`src/rtl/matrix_store_pkg.sv`:
```
// Shared definitions for the matrix slot BRAM layout.
// Contents:
//   writer_state_t  - store-writer FSM states
//   META_WORDS      - header words at the start of every slot
//   DATA_OFFSET     - offset of the first element word within a slot
//   SLOT_BLOCK_SIZE - default words per slot (shared with scanner and reader)
//   pack_meta()     - builds header word 0 from the matrix dimensions
package matrix_store_pkg;

  typedef enum logic [2:0] {
    StIdle,
    StCheck,
    StStream,
    StMeta0,
    StMeta1,
    StDone,
    StErr
  } writer_state_t;

  localparam int unsigned META_WORDS      = 2;
  localparam int unsigned DATA_OFFSET     = 2;
  localparam int unsigned SLOT_BLOCK_SIZE = 1152;

  // Header word 0: rows in [31:24], cols in [23:16], low half reserved as zero.
  function automatic logic [31:0] pack_meta(input logic [7:0] rows, input logic [7:0] cols);
    return {rows, cols, 16'd0};
  endfunction

endpackage

```
`src/rtl/matrix_store_writer.sv`:
```
// Matrix store writer: accepts a result-matrix header and a row-major stream of
// element words from the compute subsystem and writes them into the matrix BRAM
// slot at base = id*BLOCK_SIZE. Elements go to base+2.., then the two header
// words (base+0, base+1) are written last so a scanner never sees a valid header
// over partial data.
// Ports:
//   clk, rst                  - clock, synchronous active-high reset
//   write_request/write_ready - header handshake (sampled only when ready)
//   write_matrix_id/rows/cols - destination slot and dimensions
//   write_name[0:7]           - ASCII name; only bytes 0..3 are stored
//   write_data/_valid         - element stream, one word per valid cycle
//   write_done/write_error    - one-cycle completion / reject-or-abort pulses
//   busy                      - high whenever not idle
//   bram_we/addr/din          - registered BRAM write port
module matrix_store_writer
  import matrix_store_pkg::*;
#(
  parameter int unsigned BLOCK_SIZE     = SLOT_BLOCK_SIZE,
  parameter int unsigned DATA_WIDTH     = 32,
  parameter int unsigned ADDR_WIDTH     = 14,
  parameter int unsigned NUM_SLOTS      = 8,
  parameter int unsigned TIMEOUT_CYCLES = 65535
) (
  input  logic                  clk,
  input  logic                  rst,
  input  logic                  write_request,
  output logic                  write_ready,
  input  logic [2:0]            write_matrix_id,
  input  logic [7:0]            write_rows,
  input  logic [7:0]            write_cols,
  input  logic [7:0]            write_name [0:7],
  input  logic [DATA_WIDTH-1:0] write_data,
  input  logic                  write_data_valid,
  output logic                  write_done,
  output logic                  write_error,
  output logic                  busy,
  output logic                  bram_we,
  output logic [ADDR_WIDTH-1:0] bram_addr,
  output logic [DATA_WIDTH-1:0] bram_din
);

  localparam int unsigned TimerWidth = $clog2(TIMEOUT_CYCLES + 1);

  writer_state_t state_q, state_d;

  logic [2:0]            id_q, id_d;
  logic [7:0]            rows_q, rows_d;
  logic [7:0]            cols_q, cols_d;
  logic [31:0]           name_q, name_d;
  logic [15:0]           total_q, total_d;
  logic [15:0]           count_q, count_d;
  logic [ADDR_WIDTH-1:0] base_q, base_d;
  logic [TimerWidth-1:0] idle_q, idle_d;
  logic                  bram_we_q, bram_we_d;
  logic [ADDR_WIDTH-1:0] bram_addr_q, bram_addr_d;
  logic [DATA_WIDTH-1:0] bram_din_q, bram_din_d;

  logic                  hdr_bad;
  logic                  accept;
  logic [ADDR_WIDTH-1:0] base_calc;
  logic [ADDR_WIDTH-1:0] base_now;

  // Name bytes 4..7 are part of the interface but are not stored.
  logic unused_name;
  assign unused_name = ^{write_name[4], write_name[5], write_name[6], write_name[7]};

  // Constant-coefficient multiply; the result always fits ADDR_WIDTH for valid ids.
  assign base_calc = ADDR_WIDTH'(32'(id_q) * BLOCK_SIZE);

  assign hdr_bad = (rows_q == 8'd0) || (cols_q == 8'd0) ||
                   (32'(id_q) >= NUM_SLOTS) ||
                   (32'(total_q) > BLOCK_SIZE - META_WORDS);

  // base_q is only loaded at the end of CHECK, so a word accepted during CHECK
  // uses the freshly computed base.
  assign base_now = (state_q == StCheck) ? base_calc : base_q;

  assign accept = write_data_valid &&
                  ((state_q == StStream) || ((state_q == StCheck) && !hdr_bad));

  always_comb begin
    state_d     = state_q;
    id_d        = id_q;
    rows_d      = rows_q;
    cols_d      = cols_q;
    name_d      = name_q;
    total_d     = total_q;
    count_d     = count_q;
    base_d      = base_q;
    idle_d      = idle_q;
    bram_we_d   = 1'b0;
    bram_addr_d = bram_addr_q;
    bram_din_d  = bram_din_q;

    unique case (state_q)
      StIdle: begin
        if (write_request) begin
          id_d    = write_matrix_id;
          rows_d  = write_rows;
          cols_d  = write_cols;
          name_d  = {write_name[0], write_name[1], write_name[2], write_name[3]};
          total_d = 16'(write_rows) * 16'(write_cols);
          count_d = '0;
          state_d = StCheck;
        end
      end
      StCheck: begin
        if (hdr_bad) begin
          state_d = StErr;
        end else begin
          base_d  = base_calc;
          idle_d  = '0;
          state_d = StStream;
        end
      end
      StStream: begin
        if (write_data_valid) begin
          idle_d = '0;
        end else if (32'(idle_q) + 32'd1 == TIMEOUT_CYCLES) begin
          state_d = StErr;
        end else begin
          idle_d = idle_q + TimerWidth'(1);
        end
      end
      StMeta0: begin
        bram_we_d   = 1'b1;
        bram_addr_d = base_q;
        bram_din_d  = DATA_WIDTH'(pack_meta(rows_q, cols_q));
        state_d     = StMeta1;
      end
      StMeta1: begin
        bram_we_d   = 1'b1;
        bram_addr_d = base_q + ADDR_WIDTH'(1);
        bram_din_d  = DATA_WIDTH'(name_q);
        state_d     = StDone;
      end
      StDone:  state_d = StIdle;
      StErr:   state_d = StIdle;
      default: state_d = StIdle;
    endcase

    // Element write shared by CHECK and STREAM; the last word jumps to metadata.
    if (accept) begin
      bram_we_d   = 1'b1;
      bram_addr_d = base_now + ADDR_WIDTH'(DATA_OFFSET) + ADDR_WIDTH'(count_q);
      bram_din_d  = write_data;
      count_d     = count_q + 16'd1;
      if (count_q + 16'd1 == total_q) begin
        state_d = StMeta0;
      end
    end
  end

  always_ff @(posedge clk) begin
    if (rst) begin
      state_q     <= StIdle;
      id_q        <= '0;
      rows_q      <= '0;
      cols_q      <= '0;
      name_q      <= '0;
      total_q     <= '0;
      count_q     <= '0;
      base_q      <= '0;
      idle_q      <= '0;
      bram_we_q   <= 1'b0;
      bram_addr_q <= '0;
      bram_din_q  <= '0;
    end else begin
      state_q     <= state_d;
      id_q        <= id_d;
      rows_q      <= rows_d;
      cols_q      <= cols_d;
      name_q      <= name_d;
      total_q     <= total_d;
      count_q     <= count_d;
      base_q      <= base_d;
      idle_q      <= idle_d;
      bram_we_q   <= bram_we_d;
      bram_addr_q <= bram_addr_d;
      bram_din_q  <= bram_din_d;
    end
  end

  assign write_ready = (state_q == StIdle);
  assign busy        = (state_q != StIdle);
  assign write_done  = (state_q == StDone);
  assign write_error = (state_q == StErr);
  assign bram_we     = bram_we_q;
  assign bram_addr   = bram_addr_q;
  assign bram_din    = bram_din_q;

endmodule

```
`config.mk`:
```
export PLATFORM = sky130hd
export DESIGN_NAME = matrix_store_writer
export DESIGN_NICKNAME = d
export VERILOG_FILES = /design/src/rtl/matrix_store_pkg.sv /design/src/rtl/matrix_store_writer.sv
export SDC_FILE = /design/constraint.sdc
export NUM_CORES = 1
export LEC_CHECK = 0
export CORE_MARGIN = 5
export CORE_UTILIZATION = 50
export DETAILED_ROUTE_END_ITERATION = 7
export DONT_BUFFER_PORTS = 1
export SETUP_SLACK_MARGIN = 0.05
export SYNTH_ARGS = -nofsm -noshare
export SYNTH_HDL_FRONTEND = slang
export SYNTH_SLANG_ARGS = --single-unit
```
`constraint.sdc`:
```
create_clock -name clk -period 6.6 [get_ports clk]
set_input_delay 1.32 -clock clk [delete_from_list [all_inputs] [get_ports clk]]
set_output_delay 1.32 -clock clk [all_outputs]
set_load 0.05 [all_outputs]
```
==> qor.csv <==
stage,metric,value,unit
run_status,status,completed,
global_route,track_usage,0.231,
drt,detail_route.wl_per_cell,17.7,µm
critical_path,cp.required,6.91,ns
yosys,ys_seq_area_frac,0.318,
timing,fin_setup_tns,0,ns
timing,hold_ws,0.456,ns
timing,skew,0.0128,ns
floorplan,die_area,0.0220,mm²
critical_path,r2r_end,count_q[2],
floorplan,start_util,0.510,
critical_path,rr_worst_depth,7,
timing,setup_viol,0,
drt,wirelength,25.1,mm
global_route,first_global_vias,7887,
critical_path,critPathMaxFanout,9,
drt,dr.first_iter.drc_count,559,
clocking,numClockSinks,152,
place,io_buffer_count,0,
power_and_ir_drop,vdd_ir_drop_max,0.167,mV
floorplan,die_y,148,µm
place,dp_hpwl,17.6,mm
clocking,cts_tree,done,
job,cap_violations,0,
yosys,synth_edf_count,0,
clocking,htree_levels,4,
cells_and_area,num_antenna_cells,0,
yosys,synth_cell_types,72,
clocking,postCtsHoldBufs,0,
global_route,overflow,0,
critical_path,reg2reg_slack,3.48,ns
drt,vias,8271,
floorplan,placementRows,50,
yosys,synth_seq_cells,152,
yosys,syn_area_per_cell,7.86,µm²
yosys,yosysTopAreaCellShare,0.318,
place,place_worst_setup_slack,1.22,ns
yosys,synth_area_leaders,"dfxtp_1 32%, nand2_1 10%, fa_1 7.5%",
cells_and_area,syn_to_final_growth,7.16,%
worst_hold_path,hp-class,flip-flop to flip-flop,
place,gp_congestion,0.881,
yosys,synthTopCellsByCount,"260 x nand2_1, 152 x dfxtp_1, 113 x a21oi_1",
clocking,clockRootBuffer,clkbuf_16,
timing,post-route-period-util,0.749,
floorplan,core_area,0.0188,mm²
yosys,yosys_warnings,0,
critical_path,end_kind,flip-flop,
cells_and_area,nNetsFinal,1369,
yosys,yosysMostFrequentCell,nand2_1,
timing,rsz0062_at_grt,no,
critical_path,crit_start,write_rows[2],
clocking,post_cts_resized,0,
yosys,async_flop_share,0,
timing,period_needed,4.95,ns
global_route,grt_max_degree,142,
critical_path,cp-start-kind,input pin,
yosys,synthCells,1216,
global_route,grt_pass1_wl,41.3,mm
clocking,post_cts_buffers,0,
timing,setup_ws,1.65,ns
yosys,syn_area,0.00956,mm²
drt,drtAntennaViolNets,0,
timing,slew_headroom,0.193,
critical_path,arrival,5.25,ns
power_and_ir_drop,p_leak,0.00383,µW
floorplan,die_w,148,µm
clocking,cts_buffer_depth,2,
floorplan,pin_count,170,
yosys,synth.largest_area_cell,dfxtp_1,
critical_path,critPathKind,input pin to flip-flop,
clocking,cts_buffers,17,
yosys,syn-num-nets,1417,
timing,fmax,202,MHz
place,dpl-instance-area,0.00964,mm²
cells_and_area,drive_above_1_share,0.0576,
timing,worst_slew_pin_slew,1.21,ns
timing,hold_viol,0,
drt,firstDrtPassIters,5,
drt,drc,0,
global_route,antenna_found_initial,0,
critical_path,r2r_start,total_q[15],
power_and_ir_drop,power.density,310,mW/mm²
cells_and_area,design_area,0.0102,mm²
timing,maxSlewViolCount,0,
drt,viasPerCell,5.85,
clocking,clk_pin_slew_worst_paths,0.07,ns
critical_path,crit_path_end,total_q[12],
clocking,clkLatencyLatePin,0.43,ns
yosys,synth_flop_cell,dfxtp_1,
-- routing by layer --
layer | part of all wire | global-route usage | wire (µm) | vias to the layer above
li1 | - | - | - | 4127
met1 | 0.46 | 0.307 | 11500 | 3927
met2 | 0.47 | 0.379 | 11800 | 199
met3 | 0.059 | 0.0579 | 1490 | 18
met4 | 0.011 | 0.0540 | 283 | 0
met5 | 0 | 0 | 0 | -
-- placed cells by master (no fill, tap or decap), types with 5 or more instances in the layout --
cell         n
nand2_1    258
dfxtp_1    152
a21oi_1    113
inv_1       62
and2_1      56
nand3_1     54
nor2_1      53
ha_1        46
fa_1        36
a31oi_1     32
nor3_1      25
o21a_1      20
o21ai_0     20
xnor2_1     18
clkbuf_16   17
a311o_1     16
xor2_1      15
and3_1      13
nor2b_1     10
nand2b_1     9
nand4_1      9
nor4_1       9
a211oi_1     9
a311oi_1     7
mux2i_1      6
a21o_1       6
or3_1        6
buf_4        6
or4_1        5
o2111ai_1    5
o31ai_1      5
a32o_1       5
inv_6        5
-- report_power, final --
part	internal, µW	switching [µW]	total, µW
combinational	384	558	941
sequential	1010	202	1220
clock	590	426	1020
total	1990	1190	3170
-- cells by family (layout without fill, tap and decap cells) --
family | count (synthesis) | in the layout | share of synthesized area
AOI/OAI and AO/OA | 274 | 274 | 0.193
and+or+nand+nor | 530 | 530 | 0.258
adders and majority gates | 82 | 82 | 0.136
DFF | 152 | 152 | 0.318
buffers and inverters | 136 | 101 | 0.0559
xor gates and xnor gates | 33 | 33 | 0.0302
muxes | 9 | 9 | 0.00981
-- critical path, cell delays in order --
cell,delay [ns]
and2_1,0.15
fa_1,0.50
fa_1,0.52
fa_1,0.54
inv_1,0.06
fa_1,0.53
inv_1,0.04
ha_1,0.23
or4_1,0.50
or2_2,0.29
o221a_2,0.13
or2_2,0.27
nand3_1,0.10
a21oi_1,0.07
-- worst min path at each step --
stage                     startpoint     endpoint  depth (start not counted)
final                      name_q[2]    name_q[2]                          2
after global routing      name_q[10]   name_q[10]                          2
after CTS                  name_q[4]  bram_din[4]                          2
after detailed placement   name_q[5]    name_q[5]                          2
after global placement    name_q[14]   name_q[14]                          2
after floorplan            name_q[0]    name_q[0]                          2
-- stage by stage --
stage | power (µW) | util | std cells
final | 3170 | 0.546 | 1415
after global routing | 3390 | 0.546 | 1415
after CTS | 3200 | 0.546 | 1415
after floorplan | 1980 | - | 1216
after detailed placement | 2180 | 0.513 | 1383
after global placement | 2170 | 0.513 | 1383
-- layout make-up --
| class | instances | area, µm² |
|---|---|---|
| clock inverters | 13 | 159 |
| flip-flops and latches | 152 | 3040 |
| clock buffers | 19 | 453 |
| inverters | 63 | 236 |
| fillers | 1864 | 8520 |
| well taps | 234 | 293 |
| repair buffers | 6 | 45.0 |
| multi-input cells | 928 | 6020 |
-- sequential cells by signal, summed over array words and instances, names as in the netlist, 3 cells and up --
name and cells:
bram_din 32, idle_q 16, bram_addr 14, id_q 3
rows_q 8, name_q 32, total_q 16, base_q 3
count_q 16, state_q 3, cols_q 8
No activity file was read; power rests on OpenSTA's default activity.
==> RTL change 1 (same flow settings) <==
The 7 states of `writer_state_t` get a Gray code encoding in 3 bits.
--- a/src/rtl/matrix_store_pkg.sv
+++ b/src/rtl/matrix_store_pkg.sv
@@ -9,11 +9,11 @@
 
   typedef enum logic [2:0] {
-    StIdle,
-    StCheck,
-    StStream,
-    StMeta0,
-    StMeta1,
-    StDone,
-    StErr
+    StIdle   = 3'b000,
+    StCheck  = 3'b001,
+    StStream = 3'b011,
+    StMeta0  = 3'b010,
+    StMeta1  = 3'b110,
+    StDone   = 3'b111,
+    StErr    = 3'b101
   } writer_state_t;
 
Check against the original RTL: no difference found for any inputs over 4 cycles, from zero or initial values and one cycle with rst high; so few cycles prove little.
==> RTL change 1 against the original RTL <==
Non-clock buffer count is 2 higher. Area after synthesis is 2.8% lower. Sequential cell count stayed put. Design area is 2.4% lower. Routed wire length is 5.3% lower. Total power is 0.59% higher. Utilization is 0.49 points higher. Setup slack better by 0.21 ns. Die area is 2.6% lower. Clock skew hardly changed. Worst hold slack worse by 0.0036 ns. Largest power group unchanged.
==> RTL change 1: results (changes against the original RTL) <==
run status=finished, final reports clean (unchanged); largest net degree at the start of global routing=151 (was 142); vias in the first global route=7,371 (was 7,887); Initial DRC Count=390 (was 559); Worst Clk Skew=0.0130 ns (was 0.0128 ns); Inst Count DP=1,322 (was 1,383); Worst Hold Endpoint=name_q[23] (was name_q[2]); leakage=0.00376 uW (was 0.00383 uW); # clk buffers=18 (was 19); wire length on met1=10,900 um (was 11,500 um); Placer Congestion=0.848 (was 0.881); first-pass GRT wire length=38,900 um (was 41,300 um); Total Wirelength=23,700 um (was 25,100 um); post-synthesis cell count=1,151 (was 1,216); Signal buffers=8 (was 6); Total Routing Usage GR=21.8% (was 23.1%); Peak VDD IR=0.000233 V (was 0.000167 V); R2R setup slack=3.45 ns (was 3.48 ns); Max-Slew Margin vs Limit=26.6% (was 19.3%); Seq/Total Area, Yosys=32.7% (was 31.8%); vias per cell=5.78 (was 5.85); routed length on met3=1120 um (was 1490 um); met2 WL=11,500 um (was 11,800 um); multi-input combinational area share=57.9% (was 58.7%); DP HPWL=17,100 um (was 17,600 um); Global Route met3 Usage=5.24% (was 5.79%); largest cells by area after synthesis=dfxtp_1 33%, fa_1 7.8%, nand2_1 7.7%, a21oi_1 6.8%, ha_1 6.2% (was dfxtp_1 32%, nand2_1 10%, fa_1 7.5%, ha_1 6.0%, a21oi_1 5.9%); Multi-In Gates=872 (was 928); placed cell area=0.00941 mm2 (was 0.00964 mm2); Non-clock buffers, area share=0.601% (was 0.440%); inverters=61 (was 63); critical path peak fanout=9 (unchanged); Worst setup endpoint=total_q[15] (was total_q[12]); met1 Resource Use GR=28.8% (was 30.7%); # fillers=1,788 (was 1,864); number of distinct library cells after synthesis=56 (was 72); drt wl/cell=17.5 um (was 17.7 um); Setup crit start=write_rows[1] (was write_rows[2]); routing usage on met2=36.9% (was 37.9%); endpoint arrival time on the critical path=5.03 ns (was 5.25 ns)
RTL change 1: per-stage QoR:
step,util [%],power [uW],worst slack [ns],hold slack (ns)
final,55.1,3190,1.86,0.453
after global routing,55.1,3410,1.68,0.468
after CTS,55.1,3220,1.85,0.451
after detailed placement,51.9,2250,1.41,0.441
after global placement,51.9,2240,1.42,0.436
after floorplan,-,2020,1.64,0.436
RTL change 1: where the power goes:
group | leakage (uW) | total [uW] | switching [uW] | internal, uW
clock network | 0.000281 | 966 | 429 | 537
logic | 0.00225 | 1050 | 644 | 408
registers | 0.00123 | 1170 | 155 | 1020
total | 0.00376 | 3190 | 1230 | 1960
RTL change 1: logic make-up after synthesis:
logic type	count (synthesis)	synth area share, %
muxes	23	2.52
and+or+nand+nor	455	23.6
buffers and inverters	127	5.24
DFF	152	32.7
adders and majority gates	82	13.9
xor gates and xnor gates	43	4.05
AOI/OAI and AO/OA	269	17.9
==> RTL change 2 (config.mk and constraints unchanged) <==
Made on the original files. Change the parameter `DATA_WIDTH` from 32 to 40.
--- a/src/rtl/matrix_store_writer.sv
+++ b/src/rtl/matrix_store_writer.sv
@@ -17,5 +17,5 @@
 #(
   parameter int unsigned BLOCK_SIZE     = SLOT_BLOCK_SIZE,
-  parameter int unsigned DATA_WIDTH     = 32,
+  parameter int unsigned DATA_WIDTH     = 40,
   parameter int unsigned ADDR_WIDTH     = 14,
   parameter int unsigned NUM_SLOTS      = 8,
Ports: changed (resized bram_din and write_data); port bits go from 170 to 186. The function was not compared with the original's and may differ.
==> RTL change 2 against the original RTL <==
Global-route usage shrank 0.60 points. Total power grew 1.6%. Cell count grew 2.4%. Design area grew 1.9%. Routed wire length grew 0.86%. Sequential cell count grew 8. Utilization shrank 0.60 points. Setup slack gained 0.13 ns. Via count shrank 0.69%. Sequential share of layout area grew 0.98 points. Area after synthesis grew 1.9%. Critical path type unchanged. Largest cell class unchanged.
==> RTL change 2: results (changes against the original RTL) <==
run status=finished, final reports clean (unchanged); met1 Resource Use GR=29.9% (was 30.7%); Global Route met3 Usage=6.54% (was 5.79%); P_int=1990 uW (about the same); net count after synthesis=1,424 (was 1,417); Worst Hold Launch=name_q[30] (was name_q[2]); wire length on met1=11,600 um (was 11,500 um); via count=8,214 (was 8,271); endpoint arrival time on the critical path=5.17 ns (was 5.25 ns); Setup crit start=write_rows[1] (was write_rows[2]); Total Routing Usage GR=22.5% (was 23.1%); # fillers=1,916 (was 1,864); Worst Clk Skew=0.0163 ns (was 0.0128 ns); Setup WS post-layout=1.79 ns (was 1.65 ns); met2 WL=11,500 um (was 11,800 um); worst r2r dst=bram_din[17] (was count_q[2]); Seq/Total Area, Yosys=32.9% (was 31.8%); Synth Area in Adders=13.3% (was 13.6%); routing usage on met2=35.1% (was 37.9%); vias per cell=5.67 (was 5.85); Placer Congestion=0.855 (was 0.881); DP HPWL=17,900 um (was 17,600 um); Total Wirelength=25,300 um (was 25,100 um); R2R Path Start=total_q[11] (was total_q[15]); hold_ws=0.456 ns (about the same); largest cells by area after synthesis=dfxtp_1 33%, nand2_1 10%, fa_1 7.4%, a21oi_1 6.1%, ha_1 5.9% (was dfxtp_1 32%, nand2_1 10%, fa_1 7.5%, ha_1 6.0%, a21oi_1 5.9%); Worst setup endpoint=total_q[14] (was total_q[12]); layout cell share with drive strength beyond 1=5.66% (was 5.76%); pre-CTS WS=1.37 ns (was 1.22 ns); Max-Slew Margin vs Limit=32.2% (was 19.3%)
[RTL change 2: changes by cell type after synthesis, sizes merged, moves of 4 or more]
cell,before,now
a21oi,113,119
a311oi,11,17
a31oi,32,37
a32o,5,0
dfxtp,152,160
nor2b,10,4
nor3,28,23
nor3b,4,0
o21a,20,8
o21ai,23,27
xnor2,18,31
[RTL change 2: area by class of cell]
class / instances / area, um2 / share of cell area, %
sequential: 160 / 3200 / 30.7
clock buffer: 17 / 425 / 4.07
inverter: 62 / 233 / 2.23
timing repair buffer: 9 / 67.6 / 0.647
antenna: 1 / 2.50 / 0.0240
multi-input combinational: 920 / 5990 / 57.4
clock inverter: 15 / 185 / 1.77
tap: 265 / 332 / 3.18
[RTL change 2: power groups by stage]
stage / clock network [uW] / registers (uW) / logic (uW)
2_1_floorplan: 0 / 1260 / 783
5_1_grt: 1080 / 1290 / 1060
3_3_place_gp: 0 / 1300 / 922
4_1_cts: 1040 / 1280 / 938
6_report: 1020 / 1270 / 928
3_5_place_dp: 0 / 1300 / 931
